--- src/rtl/alink_tx_sched.sv ---
// alink TX scheduler: round-robin dispatch of TX FIFO tasks onto PHY_NUM link
// channels, with per-channel busy timers, early release on report arrival and
// timeout reporting.
// Optional feature macro: ALINK_SCHED_TOUT_STAT_EN builds the saturating
// timeout statistics counter behind tout_cnt; without it tout_cnt is tied to 0.
module alink_tx_sched #(
    parameter int PHY_NUM = 32,
    parameter int TOUT_W  = 32,
    parameter int STAT_W  = 16
) (
    input  logic                      CLK_I,
    input  logic                      RST_I,
    input  logic                      reg_flush,
    input  logic [PHY_NUM-1:0]        reg_chan_en,
    input  logic [TOUT_W-1:0]         reg_tout,
    input  logic                      tx_task_vld,
    output logic                      tx_phy_start,
    output logic [PHY_NUM-1:0]        tx_phy_sel,
    input  logic                      tx_phy_done,
    input  logic                      rx_done,
    input  logic [PHY_NUM-1:0]        rx_done_sel,
    output logic [PHY_NUM-1:0]        reg_busy,
    output logic [PHY_NUM*TOUT_W-1:0] timer_cnt,
    output logic                      tout_evt,
    output logic [PHY_NUM-1:0]        tout_sel,
    output logic [STAT_W-1:0]         tout_cnt
);

    localparam int PTR_W = (PHY_NUM > 1) ? $clog2(PHY_NUM) : 1;

    typedef enum logic [0:0] {
        ST_IDLE = 1'b0,
        ST_SEND = 1'b1
    } state_t;

    state_t                           state_q, state_d;
    logic [PTR_W-1:0]                 ptr_q, ptr_d;
    logic                             start_q, start_d;
    logic [PHY_NUM-1:0]               sel_q, sel_d;
    logic [PHY_NUM-1:0]               busy_q, busy_d;
    logic [PHY_NUM-1:0][TOUT_W-1:0]   timer_q, timer_d;
    logic                             tout_evt_q;
    logic [PHY_NUM-1:0]               tout_sel_q;

    logic [PHY_NUM-1:0]               elig_s;
    logic [PHY_NUM-1:0]               hi_mask_s;
    logic [PHY_NUM-1:0]               pick_s;
    logic [PHY_NUM-1:0]               grant_oh_s;
    logic [PTR_W-1:0]                 grant_idx_s;
    logic [PTR_W-1:0]                 ptr_next_s;
    logic                             dispatch_s;
    logic [PHY_NUM-1:0]               set_s;
    logic [PHY_NUM-1:0]               expire_s;

    assign elig_s     = reg_chan_en & ~busy_q;
    assign dispatch_s = tx_task_vld & (|elig_s);

    // Mask of channel indices at or above the round-robin pointer.
    always_comb begin
        hi_mask_s = '0;
        for (int j = 0; j < PHY_NUM; j++) begin
            hi_mask_s[j] = (j >= int'(ptr_q));
        end
    end

    // Round-robin pick: lowest eligible index at/after ptr, else wrap to lowest overall.
    always_comb begin
        if (|(elig_s & hi_mask_s)) begin
            pick_s = elig_s & hi_mask_s;
        end else begin
            pick_s = elig_s;
        end
        grant_oh_s = pick_s & (~pick_s + PHY_NUM'(1));
    end

    // Binary index of the granted channel and the pointer value that follows it.
    always_comb begin
        grant_idx_s = '0;
        for (int j = PHY_NUM - 1; j >= 0; j--) begin
            grant_idx_s = pick_s[j] ? PTR_W'(j) : grant_idx_s;
        end
        if (int'(grant_idx_s) == PHY_NUM - 1) begin
            ptr_next_s = '0;
        end else begin
            ptr_next_s = grant_idx_s + PTR_W'(1);
        end
    end

    // FSM state register; flush aborts any send in progress.
    always_ff @(posedge CLK_I or posedge RST_I) begin
        if (RST_I) begin
            state_q <= ST_IDLE;
        end else if (reg_flush) begin
            state_q <= ST_IDLE;
        end else begin
            state_q <= state_d;
        end
    end

    // FSM next-state logic; done pulses outside SEND are ignored.
    always_comb begin
        state_d = state_q;
        case (state_q)
            ST_IDLE: begin
                if (dispatch_s) begin
                    state_d = ST_SEND;
                end else begin
                    state_d = ST_IDLE;
                end
            end
            ST_SEND: begin
                if (tx_phy_done) begin
                    state_d = ST_IDLE;
                end else begin
                    state_d = ST_SEND;
                end
            end
            default: state_d = ST_IDLE;
        endcase
    end

    // FSM output logic: start pulse, held select and pointer advance on grant.
    always_comb begin
        start_d = 1'b0;
        sel_d   = sel_q;
        ptr_d   = ptr_q;
        case (state_q)
            ST_IDLE: begin
                if (dispatch_s) begin
                    start_d = 1'b1;
                    sel_d   = grant_oh_s;
                    ptr_d   = ptr_next_s;
                end else begin
                    sel_d   = '0;
                end
            end
            ST_SEND: begin
                if (tx_phy_done) begin
                    sel_d = '0;
                end else begin
                    sel_d = sel_q;
                end
            end
            default: begin
                sel_d = '0;
            end
        endcase
    end

    // Dispatch output and round-robin pointer registers.
    always_ff @(posedge CLK_I or posedge RST_I) begin
        if (RST_I) begin
            start_q <= 1'b0;
            sel_q   <= '0;
            ptr_q   <= '0;
        end else if (reg_flush) begin
            start_q <= 1'b0;
            sel_q   <= '0;
            ptr_q   <= '0;
        end else begin
            start_q <= start_d;
            sel_q   <= sel_d;
            ptr_q   <= ptr_d;
        end
    end

    // Channel that finished sending this cycle becomes busy (only if still enabled).
    assign set_s = ((state_q == ST_SEND) && tx_phy_done) ? (sel_q & reg_chan_en) : '0;

    // Per-channel busy/timer update: disable > task done > report > countdown.
    always_comb begin
        busy_d   = busy_q;
        timer_d  = timer_q;
        expire_s = '0;
        for (int j = 0; j < PHY_NUM; j++) begin
            if (!reg_chan_en[j]) begin
                busy_d[j]  = 1'b0;
                timer_d[j] = '0;
            end else if (set_s[j]) begin
                busy_d[j]  = 1'b1;
                timer_d[j] = reg_tout;
            end else if (rx_done && rx_done_sel[j] && busy_q[j]) begin
                busy_d[j]  = 1'b0;
                timer_d[j] = '0;
            end else if (busy_q[j] && (timer_q[j] != '0)) begin
                timer_d[j] = timer_q[j] - TOUT_W'(1);
                if (timer_q[j] == TOUT_W'(1)) begin
                    busy_d[j]   = 1'b0;
                    expire_s[j] = 1'b1;
                end else begin
                    busy_d[j]   = 1'b1;
                end
            end else begin
                busy_d[j]  = busy_q[j];
                timer_d[j] = timer_q[j];
            end
        end
    end

    // Busy flags, timers and the registered timeout event.
    always_ff @(posedge CLK_I or posedge RST_I) begin
        if (RST_I) begin
            busy_q     <= '0;
            timer_q    <= '0;
            tout_evt_q <= 1'b0;
            tout_sel_q <= '0;
        end else if (reg_flush) begin
            busy_q     <= '0;
            timer_q    <= '0;
            tout_evt_q <= 1'b0;
            tout_sel_q <= '0;
        end else begin
            busy_q     <= busy_d;
            timer_q    <= timer_d;
            tout_evt_q <= |expire_s;
            tout_sel_q <= expire_s;
        end
    end

`ifdef ALINK_SCHED_TOUT_STAT_EN
    localparam int PC_W = $clog2(PHY_NUM + 1);

    function automatic logic [PC_W-1:0] popcount(input logic [PHY_NUM-1:0] v);
        logic [PC_W-1:0] n;
        n = '0;
        for (int j = 0; j < PHY_NUM; j++) begin
            n = n + PC_W'(v[j]);
        end
        return n;
    endfunction

    logic [STAT_W-1:0]      cnt_q, cnt_d;
    logic [STAT_W+PC_W-1:0] cnt_sum_s;

    // Saturating accumulation of all channels expiring this cycle.
    always_comb begin
        cnt_sum_s = {{PC_W{1'b0}}, cnt_q} + {{STAT_W{1'b0}}, popcount(expire_s)};
        if (cnt_sum_s > {{PC_W{1'b0}}, {STAT_W{1'b1}}}) begin
            cnt_d = {STAT_W{1'b1}};
        end else begin
            cnt_d = cnt_sum_s[STAT_W-1:0];
        end
    end

    // Timeout statistics register.
    always_ff @(posedge CLK_I or posedge RST_I) begin
        if (RST_I) begin
            cnt_q <= '0;
        end else if (reg_flush) begin
            cnt_q <= '0;
        end else begin
            cnt_q <= cnt_d;
        end
    end

    assign tout_cnt = cnt_q;
`else
    assign tout_cnt = '0;
`endif

    assign tx_phy_start = start_q;
    assign tx_phy_sel   = sel_q;
    assign reg_busy     = busy_q;
    assign timer_cnt    = timer_q;
    assign tout_evt     = tout_evt_q;
    assign tout_sel     = tout_sel_q;

endmodule

--- config.mk ---
export PLATFORM = sky130hd
export DESIGN_NAME = alink_tx_sched
export DESIGN_NICKNAME = d
export VERILOG_FILES = /design/src/rtl/alink_tx_sched.sv
export SDC_FILE = /design/constraint.sdc
export NUM_CORES = 2
export LEC_CHECK = 0
export CAP_MARGIN = 20
export CORE_AREA = 2 2 483 485
export DETAILED_ROUTE_END_ITERATION = 10
export DIE_AREA = 0 0 485 487
export GPL_ROUTABILITY_DRIVEN = 0
export PLACE_DENSITY_LB_ADDON = 0.12
export SLEW_MARGIN = 20
export SYNTH_ARGS = -nofsm -noshare
export SYNTH_HDL_FRONTEND = slang
export SYNTH_SLANG_ARGS = --single-unit
--- constraint.sdc ---
create_clock -name CLK_I -period 105.8 [get_ports CLK_I]
set_input_delay 21.16 -clock CLK_I [delete_from_list [all_inputs] [get_ports CLK_I]]
set_output_delay 21.16 -clock CLK_I [all_outputs]
set_load 0.02 [all_outputs]
==> impl_metrics.toml <==
[outcome]
outcome = "completed"

[pwr]
internal_power_uw = 840
leakagePower_nw = 36.9
p_sw_uw = 410
p_per_area_mw_per_mm2 = 14.1
power_mw = 1.25
power_frac_clock_pct = 41.9
ir_drop_mv = 0.0117
combPwrFrac_pct = 20.8
swShare_pct = 32.8
sequentialPowerShare_pct = 37.3

[yosys]
yosysTopAreaCell = "dfrtp_1"
synth_edf_count = 0
ys.flop_type = "dfrtp_1"
yosys_warnings = 0
synth.yosys.seq_area_share_pct = 41.3
synth_area_leaders = "dfrtp_1, nand2_1, o21ai_0"
ys_async_sr_fraction_pct = 100
synth.most_common_cell = "nand2_1"
synth_cells = 8404
synthesis.area_sq_mm = 0.0684
synth.distinct_cells = 99
synth.top_cell.area_share_pct = 41.3
ys_ff_latch = 1128
netlist_top_cells_count = "nand2_1, dfrtp_1, o21ai_0, nor2_1, a21oi_1"
avgSynthCellArea_sq_um = 8.14

[layout]
fin_util_pct = 38.2
stdcell_area_sq_mm = 0.0885
drive_above_1_share_pct = 5.65
num-fill-cells = 23400
syn_to_final_growth_pct = 29.4
fin_nets = 9599

[global_routing]
grt_pass1_wl_mm = 540
grt_overflow = 0
grt_pass1_vias = 67800
antenna_found_initial = 58
grt_max_degree = 149
grt_util_all_layers_pct = 31.5

[run]
maxCapViolations = 0

[worst_setup_path]
required_ns = 106.53
cp-start-kind = "input port"
crit_type = "input port to flop"
critical_path_arrival_ns = 27.04
critPathCaptureType = "flop"
cp_max_fo = 34

[clock_network]
cts_buffer_depth = 3
cts_hold_buf = 0
cts_tree = "built"
numCtsBuffers = 147
cts_sinks = 1128
cts_max_level = 4
path_clk_slew_ns = 0.06
post_cts_buffers = 0
post_cts_resized = 0
clk_root_buffer_cell = "clkbuf_16"
worstSkewPairLatency_ns = 0.83

[sta]
period_needed_ns = 26.31
final.setup_skew_ns = 0.0363
period_share_pct = 24.9
rsz0062_at_grt = "false"
max_slew_margin_pct = 20.9
setup_viol = 0
tns_ns = 0
final_max_slew_viol_count = 0
max_freq_mhz = 38.0
setup_slack_ns = 79.49
worst_pin_slew_ns = 1.18
hold_viol = 0

[routing]
dr.pass1.iters = 6
drt_iter0_drc = 8503
vias = 73300
drc = 0
wl_per_cell_um = 30.8
top_layer = "met5"
final_antenna_net_count = 0
wl_met1_mm = 156
viasPerCell = 5.82
routed_wl_mm = 388
met3WireLength_mm = 38.0
met2_length_mm = 171

[placement]
place_ws_ns = 78.82
io_buffers = 1223
dp_hpwl_mm = 276
placed_cell_area_sq_mm = 0.0835

[die]
die_area_sq_mm = 0.236
coreArea_sq_mm = 0.231
row_count = 177
initial_core_util_pct = 29.5
pin_count = 1240
die_w_um = 485
die_h_um = 487

[worst_hold_path]
hold_path.class = "flop to flop"
## critical path, cell delays in order
cell	delay [ns]
clkdlybuf4s50_1	0.73
nor2b_1	0.34
a32oi_1	0.23
nor4bb_1	0.39
and4_1	0.39
nand3_2	0.64
a31o_2	0.55
a221oi_1	0.28
a211oi_1	0.14
nor3b_1	0.42
a21boi_0	0.20
ha_1	0.25
nand2_1	0.07
nor2_1	0.05
ha_1	0.20
nor3_1	0.31
nand2b_1	0.10
or4_1	0.42
nand3_1	0.10
## layout by cell type, fill, tap and decap left out, drive strengths merged, types with 85 or more instances in the layout
cell	netlist	layout
clkbuf	474	231
a22oi	185	185
a21o	85	85
inv	133	137
a31oi	167	167
nor4	244	244
o21ai	818	818
nor2	680	680
nand3	154	154
xnor2	373	373
or4	107	107
a21oi	580	580
dfrtp	1128	1128
nor3	508	508
ha	97	97
nand2	1354	1354
buf	64	181
clkdlybuf4s50	0	1189
xor2	258	258
or3	98	98
## power by group through the flow
stage	Combinational, mW	Sequential (mW)	Clock, mW
after floorplan	0.146	0.481	0
after global placement	0.254	0.473	0
after detailed placement	0.255	0.474	0
after CTS	0.256	0.466	0.533
after global routing	0.281	0.468	0.550
final	0.259	0.467	0.524
## flip-flops by register name, summed over array words and instances (netlist names)
register,cells
timer_cnt,1024
tx_phy_sel,32
tout_evt,1
tx_phy_start,1
reg_busy,32
state_q,1
ptr_q,5
tout_sel,32
## stage by stage
stage | hold WS [ns] | std cells
2_1_floorplan | 0.578 | 8419
3_3_place_gp | 0.507 | 12300
3_5_place_dp | 0.513 | 12300
4_1_cts | 0.524 | 12600
5_1_grt | 0.568 | 12600
6_report | 0.520 | 12600
## cells by family after synthesis
kind of cell	Yosys count	share of synthesized area, %
AND/OR/NAND/NOR	3618	25.1
AO/OA/AOI/OAI	2252	19.7
flip-flops	1128	41.3
buffers and inverters	671	3.87
XOR/XNOR	631	8.08
adder cells (fa/ha/maj)	97	1.77
multiplexers	6	0.0933
other	1	0.00548
## metal layers
layer	track usage, %	up-vias
met5	0	-
met4	16.9	26
met3	9.01	753
met2	47.9	3852
met1	40.4	36600
li1	-	32100
## layout make-up
| type | instances | area, sq um | share of cell area (%) |
|---|---|---|---|
| tap | 3043 | 3810 | 4.30 |
| multi-input combinational | 6620 | 37700 | 42.6 |
| sequential | 1128 | 28200 | 31.9 |
| timing repair buffer | 1370 | 13300 | 15.0 |
| antenna | 32 | 80.1 | 0.0905 |
| clock buffer | 231 | 4450 | 5.03 |
| clock inverter | 34 | 433 | 0.489 |
| inverter | 133 | 509 | 0.575 |
## worst paths after layout
path | from | to | slack (ns) | depth (start not counted)
worst max-delay path | reg_chan_en[13] | ptr_q[3] | 79.49 | 19
worst min-delay path | timer_cnt[904] | timer_cnt[904] | 0.52 | 2
worst max register to register | ptr_q[3] | ptr_q[3] | 99.41 | 19
worst min register to register | timer_cnt[904] | timer_cnt[904] | 0.52 | 2
max in group asynchronous | RST_I | timer_cnt[866] | 81.16 | 6
min in group asynchronous | RST_I | timer_cnt[601] | 20.88 | 2
No activity file was read; power rests on OpenSTA's default activity.
